## src/rtl/bram_port1_dma.sv

```systemverilog
// Streaming DMA initiator for port 1 of the shared dual-port data buffer.
// One command runs at a time. Write mode moves an input valid/ready stream
// into consecutive buffer words. Read mode moves consecutive buffer words out
// on a valid/ready stream through a 2-entry skid FIFO that absorbs the
// one-cycle read latency of the buffer.
module bram_port1_dma #(
    parameter int DWIDTH   = 32,
    parameter int AWIDTH   = 32,
    parameter int MEM_SIZE = 3840,
    parameter int LWIDTH   = 16
) (
    input  logic              clk,
    input  logic              rst_n,
    input  logic              cmd_valid,
    output logic              cmd_ready,
    input  logic              cmd_dir,
    input  logic [AWIDTH-1:0] cmd_base,
    input  logic [LWIDTH-1:0] cmd_len,
    output logic              busy,
    output logic              done,
    output logic              err,
    input  logic              s_valid,
    output logic              s_ready,
    input  logic [DWIDTH-1:0] s_data,
    output logic              m_valid,
    input  logic              m_ready,
    output logic [DWIDTH-1:0] m_data,
    output logic              m_last,
    output logic [AWIDTH-1:0] mem_addr,
    output logic              mem_ce,
    output logic              mem_we,
    output logic [DWIDTH-1:0] mem_d,
    input  logic [DWIDTH-1:0] mem_q
);

    localparam logic [1:0] IDLE = 2'd0;
    localparam logic [1:0] WR   = 2'd1;
    localparam logic [1:0] RD   = 2'd2;
    localparam logic [1:0] FIN  = 2'd3;

    logic [1:0]        state;
    logic [AWIDTH-1:0] base;
    logic [LWIDTH-1:0] len;
    logic [LWIDTH-1:0] idx;        // beat index in WR, read-issue index in RD
    logic [LWIDTH-1:0] out_idx;    // words popped from the skid FIFO
    logic              err_r;
    logic              inflight;   // a read was issued last cycle; mem_q is valid now
    logic [DWIDTH-1:0] fifo_mem [2];
    logic              fifo_head;
    logic [1:0]        fifo_count;

    logic              accept;
    logic              range_bad;
    logic              pop;
    logic              rd_issue;
    logic              last_out;
    logic [AWIDTH:0]   end_addr;
    logic [2:0]        occupancy;

    assign accept = cmd_valid && cmd_ready;

    // One extra bit so a base near the top of the address space cannot wrap
    // around and slip past the bound.
    assign end_addr  = {1'b0, cmd_base} + (AWIDTH+1)'(cmd_len);
    assign range_bad = end_addr > (AWIDTH+1)'(MEM_SIZE);

    assign pop       = m_valid && m_ready;
    assign occupancy = {1'b0, fifo_count} + {2'b00, inflight};
    assign last_out  = (out_idx == len - LWIDTH'(1));

    // Words buffered plus the word in flight never exceed two. A pop in the
    // same cycle frees a slot, which keeps one word per cycle when the
    // consumer never stalls.
    assign rd_issue = (state == RD) && (idx < len) &&
                      ((occupancy - {2'b00, pop}) < 3'd2);

    // Handshake, status and buffer-port outputs decoded from the state.
    always_comb begin
        // NOTE: every output gets a default before the case so no path
        // leaves one unassigned and a latch is never inferred.
        cmd_ready = rst_n && (state == IDLE);
        busy      = (state != IDLE);
        done      = (state == FIN);
        err       = (state == FIN) && err_r;
        s_ready   = (state == WR);
        m_valid   = (fifo_count != 2'd0);
        m_data    = fifo_mem[fifo_head];
        m_last    = m_valid && last_out;
        mem_ce    = 1'b0;
        mem_we    = 1'b0;
        mem_addr  = '0;
        mem_d     = '0;
        case (state)
            WR: begin
                mem_ce   = s_valid;
                mem_we   = 1'b1;
                mem_addr = base + AWIDTH'(idx);
                mem_d    = s_data;
            end
            RD: begin
                mem_ce   = rd_issue;
                mem_addr = base + AWIDTH'(idx);
            end
            default: ;
        endcase
    end

    // Command sequencing: accept, range check, beat/word counting, completion.
    always_ff @(posedge clk or negedge rst_n) begin
        // NOTE: state registers use non-blocking assignments so every flop
        // samples the pre-edge values, independent of statement order.
        if (!rst_n) begin
            state    <= IDLE;
            base     <= '0;
            len      <= '0;
            idx      <= '0;
            out_idx  <= '0;
            err_r    <= 1'b0;
            inflight <= 1'b0;
        end else begin
            inflight <= rd_issue;
            case (state)
                IDLE: begin
                    if (accept) begin
                        base    <= cmd_base;
                        len     <= cmd_len;
                        idx     <= '0;
                        out_idx <= '0;
                        err_r   <= range_bad;
                        if (range_bad || (cmd_len == '0)) state <= FIN;
                        else if (cmd_dir)                 state <= RD;
                        else                              state <= WR;
                    end
                end
                WR: begin
                    if (s_valid) begin
                        idx <= idx + LWIDTH'(1);
                        if (idx == len - LWIDTH'(1)) state <= FIN;
                    end
                end
                RD: begin
                    if (rd_issue) idx <= idx + LWIDTH'(1);
                    if (pop) begin
                        out_idx <= out_idx + LWIDTH'(1);
                        if (last_out) state <= FIN;
                    end
                end
                default: state <= IDLE;   // FIN: single-cycle done pulse
            endcase
        end
    end

    // Skid FIFO: capture mem_q the cycle after each read, release on pop.
    always_ff @(posedge clk or negedge rst_n) begin
        // NOTE: the two FIFO entries are reset explicitly so m_data reads
        // zero out of reset; this is cheap only because the storage is tiny.
        if (!rst_n) begin
            fifo_mem[0] <= '0;
            fifo_mem[1] <= '0;
            fifo_head   <= 1'b0;
            fifo_count  <= 2'd0;
        end else begin
            // A push never meets a full FIFO: the issue rule caps
            // fifo_count + inflight at two.
            if (inflight) fifo_mem[fifo_head ^ fifo_count[0]] <= mem_q;
            if (pop)      fifo_head <= ~fifo_head;
            fifo_count <= fifo_count + {1'b0, inflight} - {1'b0, pop};
        end
    end

endmodule

```

## config.mk

```make
export PLATFORM = sky130hd
export DESIGN_NAME = bram_port1_dma
export DESIGN_NICKNAME = d
export VERILOG_FILES = /design/src/rtl/bram_port1_dma.sv
export SDC_FILE = /design/constraint.sdc
export NUM_CORES = 1
export LEC_CHECK = 0
export ABC_AREA = 1
export CAP_MARGIN = 40
export CORE_MARGIN = 2
export CORE_UTILIZATION = 45
export CTS_CLUSTER_DIAMETER = 60
export DETAILED_ROUTE_END_ITERATION = 8
export PLACE_DENSITY = 0.71
export SETUP_SLACK_MARGIN = 0.15
export SYNTH_ARGS = -nofsm -noshare
export SYNTH_HDL_FRONTEND = slang
export SYNTH_SLANG_ARGS = --single-unit
```

## constraint.sdc

```tcl
create_clock -name clk -period 3.2 [get_ports clk]
set_clock_uncertainty 0.05 [all_clocks]
set_input_delay 0.48 -clock clk [delete_from_list [all_inputs] [get_ports clk]]
set_output_delay 0.48 -clock clk [all_outputs]
set_load 0.01 [all_outputs]
```

==> results_dict.tcl <==
set metrics [dict create \
    viasPerCell 5.08 \
    cp-end-kind "output port" \
    routed-wl-met2_um 18800 \
    drc 0 \
    crit_required_ns 2.67 \
    cpMaxStageDelayCell "dfrtp_1" \
    max-clock-path-buffers 2 \
    grt_max_degree 65 \
    drtIter0Drc 921 \
    nets 2189 \
    timing.rr.end "idx[12]" \
    antenna_found_initial 0 \
    track_usage 0.276 \
    syn_area_um2 11300 \
    routedWlPerCell_um 15.7 \
    drive_above_1_share 0.211 \
    crit_type "flip-flop to output port" \
    slowest_delay_ns 0.40 \
    synthTopCellsByArea "dfrtp_1 (33%), nand2_1 (17%), inv_1 (8.1%)" \
    nFillCells 2113 \
    row_count 58 \
    final_common_cell "nand2_1" \
    final_cell_mix "nand2_1 (494), inv_1 (239), clkdlybuf4s50_1 (191)" \
    start_util 0.453 \
    regToRegSetupSlack_ns 0.09 \
    die_w_um 163 \
    worst_ir_drop_vdd_mv 0.494 \
    wl_um 37000 \
    setup_viol 23 \
    m1WireLength_um 16000 \
    synth_edf_count 0 \
    power_mw 13.2 \
    ys_seq_area_frac 0.334 \
    grt_overflow 0 \
    fin_crit_sh 1.05 \
    grt_pass1_wl_um 58500 \
    fin_ws_ns -0.165 \
    antenna_cells 0 \
    postPlaceCellArea_um2 14800 \
    cts_tree "done" \
    max-slew-margin-rel 0.446 \
    synth_area_per_cell_um2 6.84 \
    synthArstFlopShare 1.00 \
    max_freq_mhz 297 \
    crit_fanout 4 \
    yosys_most_used_dff "dfrtp_1" \
    core_area_um2 25000 \
    yosysTopAreaCell "dfrtp_1" \
    cts_buffers 17 \
    globalplace.congestion 0.960 \
    min_period_ns 3.36 \
    setup.worst_path.start_class "flip-flop" \
    drtPass1Iterations 5 \
    maxSlewViolCount 0 \
    crit_arrival_ns 2.83 \
    clk_pin_slew_worst_paths_ns 0.07 \
    hold_class "primary input to asynchronous set/reset pin" \
    reg2reg_depth 16 \
    hold_violations 0 \
    top_layer_used "met4" \
    grt_pass1_vias 11700 \
    synthCells 1655 \
    timing.rr.start "idx[9]" \
    ant_nets 0 \
    cp_cell_sequence "ha_4, fa_2, nand2_2, inv_2, o21ai_2, nand2_1, a21oi_2, o21ai_2, nand3_2, nand2_4, inv_6, nor2_4, nand3_2, nor2_1, nor2_1, a211oi_1, buf_2" \
    power_density_nw_per_um2 803 \
    clock-root-buffer "clkbuf_16" \
    cts.sinks 151 \
    die_h_um 163 \
    clock_latency_ns 0.43 \
    tightest_slew_ns 0.831 \
    whs_ns 0.388 \
    dpl.hpwl_um 27900 \
    rsz0062_at_grt "true" \
    synth_fp_nets 1834 \
    violations "negative setup slack" \
    wl_met3_um 1340 \
    vias 11900 \
    htree_levels 4 \
    synth.distinct_cells 52 \
    ys_warn_count 0 \
    fin_area_um2 16400 \
    io_pins 223 \
    syn_to_final_growth_pct 45.2 \
    p_leak_nw 8.15 \
    status "finished, violations left" \
    maxCapViolCount 0 \
    synth.ff_latch_count 151 \
    synth_top_area_frac 0.334 \
    io_buffer_count 222 \
    die_area_um2 26400 \
]
## cells by family (layout without fill, tap and decap cells)
group	count (synthesis)	count (layout)	synth area share
compound gates	229	229	0.109
xor+xnor	52	52	0.0436
fa+ha+maj	61	61	0.0694
buf+inv	301	669	0.100
flops	151	151	0.334
mux	32	32	0.0318
simple gates	829	829	0.312
## layer usage
metal	global-route usage	up-vias
met4	0.0805	0
met3	0.0359	70
met2	0.488	292
met5	0	-
li1	-	5986
met1	0.353	5600
## stage by stage
stage	utilization	setup slack (ns)	setup TNS (ns)	std cells
6_report	0.658	-0.165	-2.08	2353
5_1_grt	0.658	-0.348	-5.07	2353
4_1_cts	0.631	-0.107	-0.709	2342
3_5_place_dp	0.592	-0.440	-2.74	2291
3_3_place_gp	0.590	-0.373	-1.81	2290
2_1_floorplan	-	0.318	0	1655
## final cells by class
cell class              count  area (um2)  share of cell area
well taps                 330         413              0.0251
repair inverters            1        11.3            0.000685
clock buffers              17         425              0.0259
repair buffers            374        3370               0.205
clock inverters            15         180              0.0110
multi-input cells        1203        7250               0.441
flip-flops and latches    151        3780               0.230
inverters                 262         997              0.0607
## cells in the mapped netlist, drive strengths merged, types with 4 or more instances
cell,instances
mux2,32
nor3,35
xor2,41
a21oi,65
nor4,10
nor2,133
buf,5
o21a,6
clkbuf,34
nand2,523
xnor2,11
nand3,91
o21ai,138
nand4,24
ha,58
inv,260
or2,5
o31ai,9
nor3b,4
dfrtp,151
## worst max-delay path: cells and delay by family, from the launching register on
family / cells / cell delay, ns
buf+inv: 3 / 0.30
compound gates: 4 / 0.55
simple gates: 8 / 0.80
fa+ha+maj: 2 / 0.36
flops: 1 / 0.40
## flip-flops by register name, indices dropped and copies added, names as in the netlist
signal and count:
fifo_mem 64, err_r 1, state 2, len 16
fifo_head 1, out_idx 16, idx 16, fifo_count 2
inflight 1, base 32
## where the power goes
group / internal [mW] / switching [mW]
combinational: 3.52 / 4.40
clock: 1.06 / 0.962
sequential: 2.69 / 0.559
## worst max path at each step
| stage | startpoint | endpoint | slack (ns) | cells after the start |
|---|---|---|---|---|
| floorplan | idx[0] | mem_addr[14] | 0.32 | 14 |
| finish | base[0] | mem_addr[20] | -0.16 | 17 |
| global route | idx[0] | mem_addr[20] | -0.35 | 17 |
| detailed placement | m_ready | mem_ce | -0.44 | 13 |
| global placement | m_ready | mem_ce | -0.37 | 13 |
| CTS | idx[0] | mem_addr[12] | -0.11 | 14 |
## timing repair
item / in CTS / in global routing
endpoints found under the setup margin: 30 / 48
pin swaps: 41 / 43
hold buffers: 1 / 0
resized for setup: 199 / 136
endpoints found under the hold margin: 11 / 0
buffers inserted: 18 / 8
gates cloned: 0 / 3
Note: power is estimated with default switching activity, not from simulation.
